### config.mk
export PLATFORM = sky130hd
export DESIGN_NAME = pa_ahbl_slv_sram
export DESIGN_NICKNAME = d
export VERILOG_FILES = /design/src/rtl/pa_ahbl_pkg.sv /design/src/rtl/pa_ahbl_slv_dec.sv /design/src/rtl/pa_ahbl_slv_sram.sv
export SDC_FILE = /design/constraint.sdc
export NUM_CORES = 1
export LEC_CHECK = 0
export ABC_AREA = 1
export BUFFER_PORTS_ARGS = -buffer_cell sky130_fd_sc_hd__buf_4
export CAP_MARGIN = 30
export CELL_PAD_IN_SITES_DETAIL_PLACEMENT = 0
export CELL_PAD_IN_SITES_GLOBAL_PLACEMENT = 1
export CORE_MARGIN = 3
export CORE_UTILIZATION = 20
export CTS_CLUSTER_DIAMETER = 100
export CTS_CLUSTER_SIZE = 12
export DETAILED_ROUTE_END_ITERATION = 8
export HOLD_SLACK_MARGIN = 0.08
export PLACE_DENSITY_LB_ADDON = 0.1
export SYNTH_ARGS = -nofsm -noshare
export SYNTH_HDL_FRONTEND = slang
export SYNTH_SLANG_ARGS = --single-unit
### constraint.sdc
create_clock -name forever_cpuclk -period 2.4 [get_ports forever_cpuclk]
set_clock_uncertainty 0.05 [all_clocks]
set_input_delay 0.36 -clock forever_cpuclk [delete_from_list [all_inputs] [get_ports forever_cpuclk]]
set_output_delay 0.36 -clock forever_cpuclk [all_outputs]
set_load 0.02 [all_outputs]
### src/rtl/pa_ahbl_pkg.sv
// Shared AHB-Lite encodings and responder state type for the SRAM slave.
package pa_ahbl_pkg;

  localparam logic [1:0] HTRANS_IDLE   = 2'b00;
  localparam logic [1:0] HTRANS_BUSY   = 2'b01;
  localparam logic [1:0] HTRANS_NONSEQ = 2'b10;
  localparam logic [1:0] HTRANS_SEQ    = 2'b11;

  localparam logic [2:0] HSIZE_BYTE = 3'd0;
  localparam logic [2:0] HSIZE_HALF = 3'd1;
  localparam logic [2:0] HSIZE_WORD = 3'd2;

  localparam logic HRESP_OKAY = 1'b0;
  localparam logic HRESP_ERR  = 1'b1;

  typedef enum logic [1:0] {
    ST_IDLE = 2'd0,
    ST_ACC  = 2'd1,
    ST_ERR1 = 2'd2,
    ST_ERR2 = 2'd3
  } slv_state_e;

  function automatic logic [3:0] size_to_be(input logic [2:0] size, input logic [1:0] lsb);
    logic [3:0] be;
    be = 4'b0000;
    case (size)
      HSIZE_BYTE: be = 4'b0001 << lsb;
      HSIZE_HALF: be = lsb[1] ? 4'b1100 : 4'b0011;
      HSIZE_WORD: be = 4'b1111;
      default:    be = 4'b0000;
    endcase
    return be;
  endfunction

endpackage

### src/rtl/pa_ahbl_slv_dec.sv
// Address-phase decode: byte enables, alignment/size legality and window check.
module pa_ahbl_slv_dec
  import pa_ahbl_pkg::*;
#(
  parameter logic [31:0] BASE_ADDR = 32'h0000_0000,
  parameter int          WIN_AW    = 16
) (
  input  logic [31:0] haddr,
  input  logic [2:0]  hsize,
  output logic [3:0]  be,
  output logic        err
);

  logic out_of_win;
  logic bad_size;
  logic misaligned;
  logic unused_addr;

  always_comb begin
    out_of_win = (haddr[31:WIN_AW] != BASE_ADDR[31:WIN_AW]);
    bad_size   = (hsize > HSIZE_WORD);
    misaligned = ((hsize == HSIZE_HALF) && haddr[0]) ||
                 ((hsize == HSIZE_WORD) && (haddr[1:0] != 2'b00));
    err        = out_of_win | bad_size | misaligned;
    be         = size_to_be(hsize, haddr[1:0]);
  end

  // Word-address bits are consumed by the top-level register, not here.
  assign unused_addr = ^haddr[WIN_AW-1:2];

endmodule

### src/rtl/pa_ahbl_slv_sram.sv
// AHB-Lite responder bridging bus transfers onto a single-port memory req/ack
// interface, with ack-driven wait states and two-cycle ERROR responses.
module pa_ahbl_slv_sram
  import pa_ahbl_pkg::*;
#(
  parameter logic [31:0] BASE_ADDR = 32'h0000_0000,
  parameter int          WIN_AW    = 16
) (
  input  logic              forever_cpuclk,
  input  logic              cpurst_b,
  input  logic              pad_ahbl_hsel,
  input  logic [31:0]       pad_ahbl_haddr,
  input  logic [1:0]        pad_ahbl_htrans,
  input  logic              pad_ahbl_hwrite,
  input  logic [2:0]        pad_ahbl_hsize,
  input  logic [2:0]        pad_ahbl_hburst,
  input  logic [3:0]        pad_ahbl_hprot,
  input  logic [31:0]       pad_ahbl_hwdata,
  input  logic              pad_ahbl_hready,
  output logic              ahbl_pad_hreadyout,
  output logic              ahbl_pad_hresp,
  output logic [31:0]       ahbl_pad_hrdata,
  output logic              slv_mem_req,
  output logic              slv_mem_wen,
  output logic [WIN_AW-3:0] slv_mem_addr,
  output logic [3:0]        slv_mem_be,
  output logic [31:0]       slv_mem_wdata,
  input  logic              mem_slv_ack,
  input  logic [31:0]       mem_slv_rdata,
  output logic              ahbl_slv_idle
);

  slv_state_e        state_q, state_d;
  logic [WIN_AW-3:0] addr_q, addr_d;
  logic [3:0]        be_q, be_d;
  logic              wen_q, wen_d;
  logic [2:0]        size_q, size_d;
  logic              err_q, err_d;

  logic [3:0] dec_be;
  logic       dec_err;
  logic       accept;
  logic       can_take;
  logic       take;
  logic       unused_sig;

  pa_ahbl_slv_dec #(
    .BASE_ADDR (BASE_ADDR),
    .WIN_AW    (WIN_AW)
  ) u_dec (
    .haddr (pad_ahbl_haddr),
    .hsize (pad_ahbl_hsize),
    .be    (dec_be),
    .err   (dec_err)
  );

  assign accept = pad_ahbl_hsel & pad_ahbl_htrans[1] & pad_ahbl_hready;

  // A new address phase may only land where the current data phase ends.
  always_comb begin
    can_take = 1'b0;
    case (state_q)
      ST_IDLE: can_take = 1'b1;
      ST_ACC:  can_take = mem_slv_ack;
      ST_ERR1: can_take = 1'b0;
      ST_ERR2: can_take = 1'b1;
      default: can_take = 1'b0;
    endcase
    take = accept & can_take;
  end

  always_comb begin
    state_d = state_q;
    addr_d  = addr_q;
    be_d    = be_q;
    wen_d   = wen_q;
    size_d  = size_q;
    err_d   = err_q;
    if (take) begin
      addr_d = pad_ahbl_haddr[WIN_AW-1:2];
      be_d   = dec_be;
      wen_d  = pad_ahbl_hwrite;
      size_d = pad_ahbl_hsize;
      err_d  = dec_err;
    end
    case (state_q)
      ST_IDLE, ST_ERR2: begin
        if (take) state_d = dec_err ? ST_ERR1 : ST_ACC;
        else      state_d = ST_IDLE;
      end
      ST_ACC: begin
        if (mem_slv_ack) begin
          if (take) state_d = dec_err ? ST_ERR1 : ST_ACC;
          else      state_d = ST_IDLE;
        end
      end
      ST_ERR1: state_d = ST_ERR2;
      default: state_d = ST_IDLE;
    endcase
  end

  always_ff @(posedge forever_cpuclk or negedge cpurst_b) begin
    if (!cpurst_b) begin
      state_q <= ST_IDLE;
      addr_q  <= '0;
      be_q    <= '0;
      wen_q   <= 1'b0;
      size_q  <= '0;
      err_q   <= 1'b0;
    end else begin
      state_q <= state_d;
      addr_q  <= addr_d;
      be_q    <= be_d;
      wen_q   <= wen_d;
      size_q  <= size_d;
      err_q   <= err_d;
    end
  end

  always_comb begin
    ahbl_pad_hreadyout = 1'b1;
    ahbl_pad_hresp     = HRESP_OKAY;
    ahbl_pad_hrdata    = '0;
    slv_mem_req        = 1'b0;
    slv_mem_wdata      = '0;
    case (state_q)
      ST_ACC: begin
        slv_mem_req        = 1'b1;
        slv_mem_wdata      = pad_ahbl_hwdata;
        ahbl_pad_hreadyout = mem_slv_ack;
        if (!wen_q && mem_slv_ack) ahbl_pad_hrdata = mem_slv_rdata;
      end
      ST_ERR1: begin
        ahbl_pad_hreadyout = 1'b0;
        ahbl_pad_hresp     = HRESP_ERR;
      end
      ST_ERR2: begin
        ahbl_pad_hreadyout = 1'b1;
        ahbl_pad_hresp     = HRESP_ERR;
      end
      default: ;
    endcase
  end

  assign slv_mem_wen   = wen_q;
  assign slv_mem_addr  = addr_q;
  assign slv_mem_be    = be_q;
  assign ahbl_slv_idle = (state_q == ST_IDLE);

  // Burst/protection hints and the captured size/error are informational only.
  assign unused_sig = ^{pad_ahbl_hburst, pad_ahbl_hprot, size_q, err_q};

endmodule

==> flow_summary.rst <==
.. list-table::
   :header-rows: 1

   * - Metric
     - Value
   * - Outcome
     - complete, no violations
   * - Total half-perimeter wirelength after legalization and detailed placement
     - 5200 um
   * - Area share of and/or/nand/nor cells after synthesis
     - 0.384
   * - TritonCTS Buffers
     - 3
   * - Remaining antenna violation count
     - 0
   * - Worst Max-Slew Pin Slew
     - 0.369 ns
   * - H-tree depth
     - 1
   * - Areal power density over the cells
     - 811 mW/mm^2
   * - Final hold violations
     - 0
   * - Static power due to leakage
     - 2.13 nW
   * - Detail-routed via count per cell
     - 3.70
   * - Die outline area
     - 0.00916 mm^2
   * - Clock net sink count
     - 21
   * - Kind of critical path
     - flip-flop to primary output
   * - Maximum VDD drop
     - 0.545 mV
   * - First-pass GRT wire length
     - 8560 um
   * - Worst Setup Slack post-DPL
     - 0.469 ns
   * - FMAX
     - 462 MHz
   * - TritonCTS clock tree
     - built
   * - Worst Path Required
     - 1.99 ns
   * - Total area of sequential cells
     - 526 um^2
   * - Synthesized Nets
     - 393
   * - Min Hold Slack
     - 0.238 ns
   * - Count of port buffers added during placement
     - 192
   * - Count of antenna diodes in the layout
     - 0
   * - Largest incremental delay on the critical path
     - 0.41 ns
   * - Crit path max fanout
     - 32
   * - Ordered list of cells on the worst path
     - inv_1 > ha_1 > nand2_1 > or2_1 > buf_4 > nor2_1 > buf_4
   * - Postcts setup bufs
     - 0
   * - Global-route total usage across every layer
     - 0.116
   * - Library cell contributing the largest single delay on the critical path
     - sky130_fd_sc_hd__dfrtp_1
   * - Net count of the finished layout
     - 583
   * - Combined area of all synthesized cells
     - 0.00161 mm^2
   * - Area Overhead vs Synth
     - 97.4%
   * - Share of cell area taken by muxes after synthesis
     - 0
   * - Largest family of logic cells by synthesized area
     - simple AND/OR/NAND/NOR gates
   * - Worst-case headroom to the max-slew limit
     - 0.754
   * - Starting density of the core
     - 0.207
   * - Crit start category
     - flip-flop
   * - Compound-cell area share of the yosys netlist
     - 0.0420
   * - Maximum buffer depth of the clock tree
     - 2
   * - Yosys warnings
     - 0
   * - Boundary pin count
     - 201
   * - Die Ht
     - 95.7 um
   * - Most frequent standard cell in the layout excluding fill and tap cells
     - sky130_fd_sc_hd__buf_4
   * - Number of antenna violations at the first check in global routing
     - 0
   * - Pins over their slew limit
     - 0
   * - Drt first pass iters
     - 4
   * - Syn avg cell area
     - 5.85 um^2
   * - Row Count
     - 32
   * - Global-route congestion overflow total
     - 0
   * - Core Area
     - 0.00777 mm^2
   * - Fraction of synthesized cell area taken by the top area cell type
     - 0.327
   * - Layout cells sized above 1
     - 0.457
   * - Vias
     - 2096
   * - Top library cells by usage in the layout, fill and taps aside
     - sky130_fd_sc_hd__buf_4 (195), sky130_fd_sc_hd__nand2_1 (96), sky130_fd_sc_hd__inv_1 (70)
   * - Placed insts
     - 561
   * - DR DRC count
     - 0
   * - Floorplan die width
     - 95.7 um
   * - Most area-hungry cell type in the Yosys netlist
     - sky130_fd_sc_hd__dfrtp_1
   * - Pin count of the biggest net entering global routing
     - 37
   * - Vias in the first global route
     - 1785
   * - Parity-gate share of the synthesized area counting xor and xnor cells
     - 0
   * - Multi-input gate area in the final layout
     - 736 um^2
   * - Number of filler cells placed in the layout
     - 842
   * - Clock latency reported for the late side of the worst-skew pair
     - 0.25 ns
   * - Number of distinct library cell variants in the gate-level netlist after synthesis
     - 20
   * - Worst hold path type
     - input pin to flip-flop
   * - Tcrit/Tclk final
     - 0.901
   * - Min cycle time layout
     - 2.16 ns
   * - Sequential element share of the synthesized area
     - 0.327
   * - RSZ-0062 raised after global routing
     - no
   * - Post-synthesis register bit count
     - 21
   * - Utilization after layout
     - 0.409
   * - Endpoint arrival time on the critical path
     - 1.75 ns
   * - Number of instances in the synthesized netlist
     - 275
   * - Detailed router's first-iteration violation count
     - 17
   * - Accumulated negative setup slack
     - 0 ns
   * - Gpl congestion
     - 0.668
   * - Adder and majority gate portion of the synthesized area
     - 0.0311
   * - Setup ws final
     - 0.238 ns
   * - Clock transition at the register clock pins on the worst setup and hold paths after CTS
     - 0.08 ns
   * - Most common cell on crit path
     - sky130_fd_sc_hd__buf_4
   * - Number of setup violations in the final report
     - 0
   * - Final routed wire length divided by cell count
     - 11.0 um
   * - Overall routed net length
     - 6250 um
   * - Largest cells by area after synthesis
     - sky130_fd_sc_hd__dfrtp_1 (33%), sky130_fd_sc_hd__nand2_1 (22%), sky130_fd_sc_hd__inv_1 (16%), sky130_fd_sc_hd__nor2_1 (10%), sky130_fd_sc_hd__nor2_2 (3.9%)
   * - Max-cap violation count
     - 0
   * - Non-filler instance count after layout
     - 566
   * - Critical path capture point type
     - primary output
   * - Clock root buffer
     - sky130_fd_sc_hd__clkbuf_8
registers in the layout (all words and copies together), names as in the netlist:
signal and count:
slv_mem_addr 14, slv_mem_be 4, slv_mem_wen 1, state_q 2
final timing paths:
kind,startpoint,to,slack (ns),cells after the start
worst min register to register,slv_mem_addr[7],slv_mem_addr[7],0.44,2
worst max-delay path,state_q[1],ahbl_pad_hrdata[18],0.24,7
min in group asynchronous,cpurst_b,slv_mem_addr[3],0.45,2
worst min-delay path,pad_ahbl_haddr[14],slv_mem_addr[12],0.24,3
worst max register to register,state_q[1],state_q[0],0.52,8
max in group asynchronous,cpurst_b,state_q[1],1.63,2
routing by layer:
layer,share of wire,global-route usage,vias to the layer above
li1,-,-,1140
met4,0.0043,0.0213,0
met3,0.11,0.0258,4
met1,0.39,0.142,852
met2,0.50,0.208,100
met5,0,0,-
cell families (layout without fill, tap and decap cells):
| kind of cell | count (synthesis) | count (layout) |
|---|---|---|
| fa+ha+maj | 4 | 4 |
| compound gates | 13 | 13 |
| simple gates | 155 | 155 |
| buf+inv | 82 | 271 |
| flops | 21 | 21 |
critical path: cells and delay by family, from the launching register on:
| family | cells | cell delay, ns |
|---|---|---|
| adder cells (fa/ha/maj) | 1 | 0.16 |
| buffers and inverters | 3 | 0.50 |
| flip-flops | 1 | 0.41 |
| AND/OR/NAND/NOR | 3 | 0.43 |
layout make-up:
cell class | count | area share
clock buffers | 3 | 0.0130
clock inverters | 1 | 0.00158
inverters | 71 | 0.0839
repair buffers | 196 | 0.464
flip-flops and latches | 21 | 0.165
multi-input cells | 172 | 0.232
well taps | 102 | 0.0402
synth_stat cells (all sizes together):
master and instances:
and3 1, dfrtp 21, buf 8, ha 4
nand3 1, or2 2, clkbuf 3, a21oi 4
o21ai 8, nand2 97, o21bai 1, inv 71
nor2 54
metrics by stage:
step / total power, mW / instance area, um^2
6_report: 2.57 / 3180
5_1_grt: 2.80 / 3180
4_1_cts: 2.62 / 3180
3_5_place_dp: 2.38 / 3120
3_3_place_gp: 2.38 / 3120
2_1_floorplan: 1.58 / 1610
power by group:
part | switching, mW | leakage, nW | internal (mW)
clock | 0.116 | 0.0255 | 0.116
combinational | 0.995 | 1.84 | 0.733
sequential | 0.0984 | 0.265 | 0.518
total | 1.21 | 2.13 | 1.37
what timing repair did:
action,4_1_cts,5_1_grt
endpoints found under the hold margin,21,0
resized for setup,0,0
hold buffers,1,0
(Power assumes the default switching activity.)
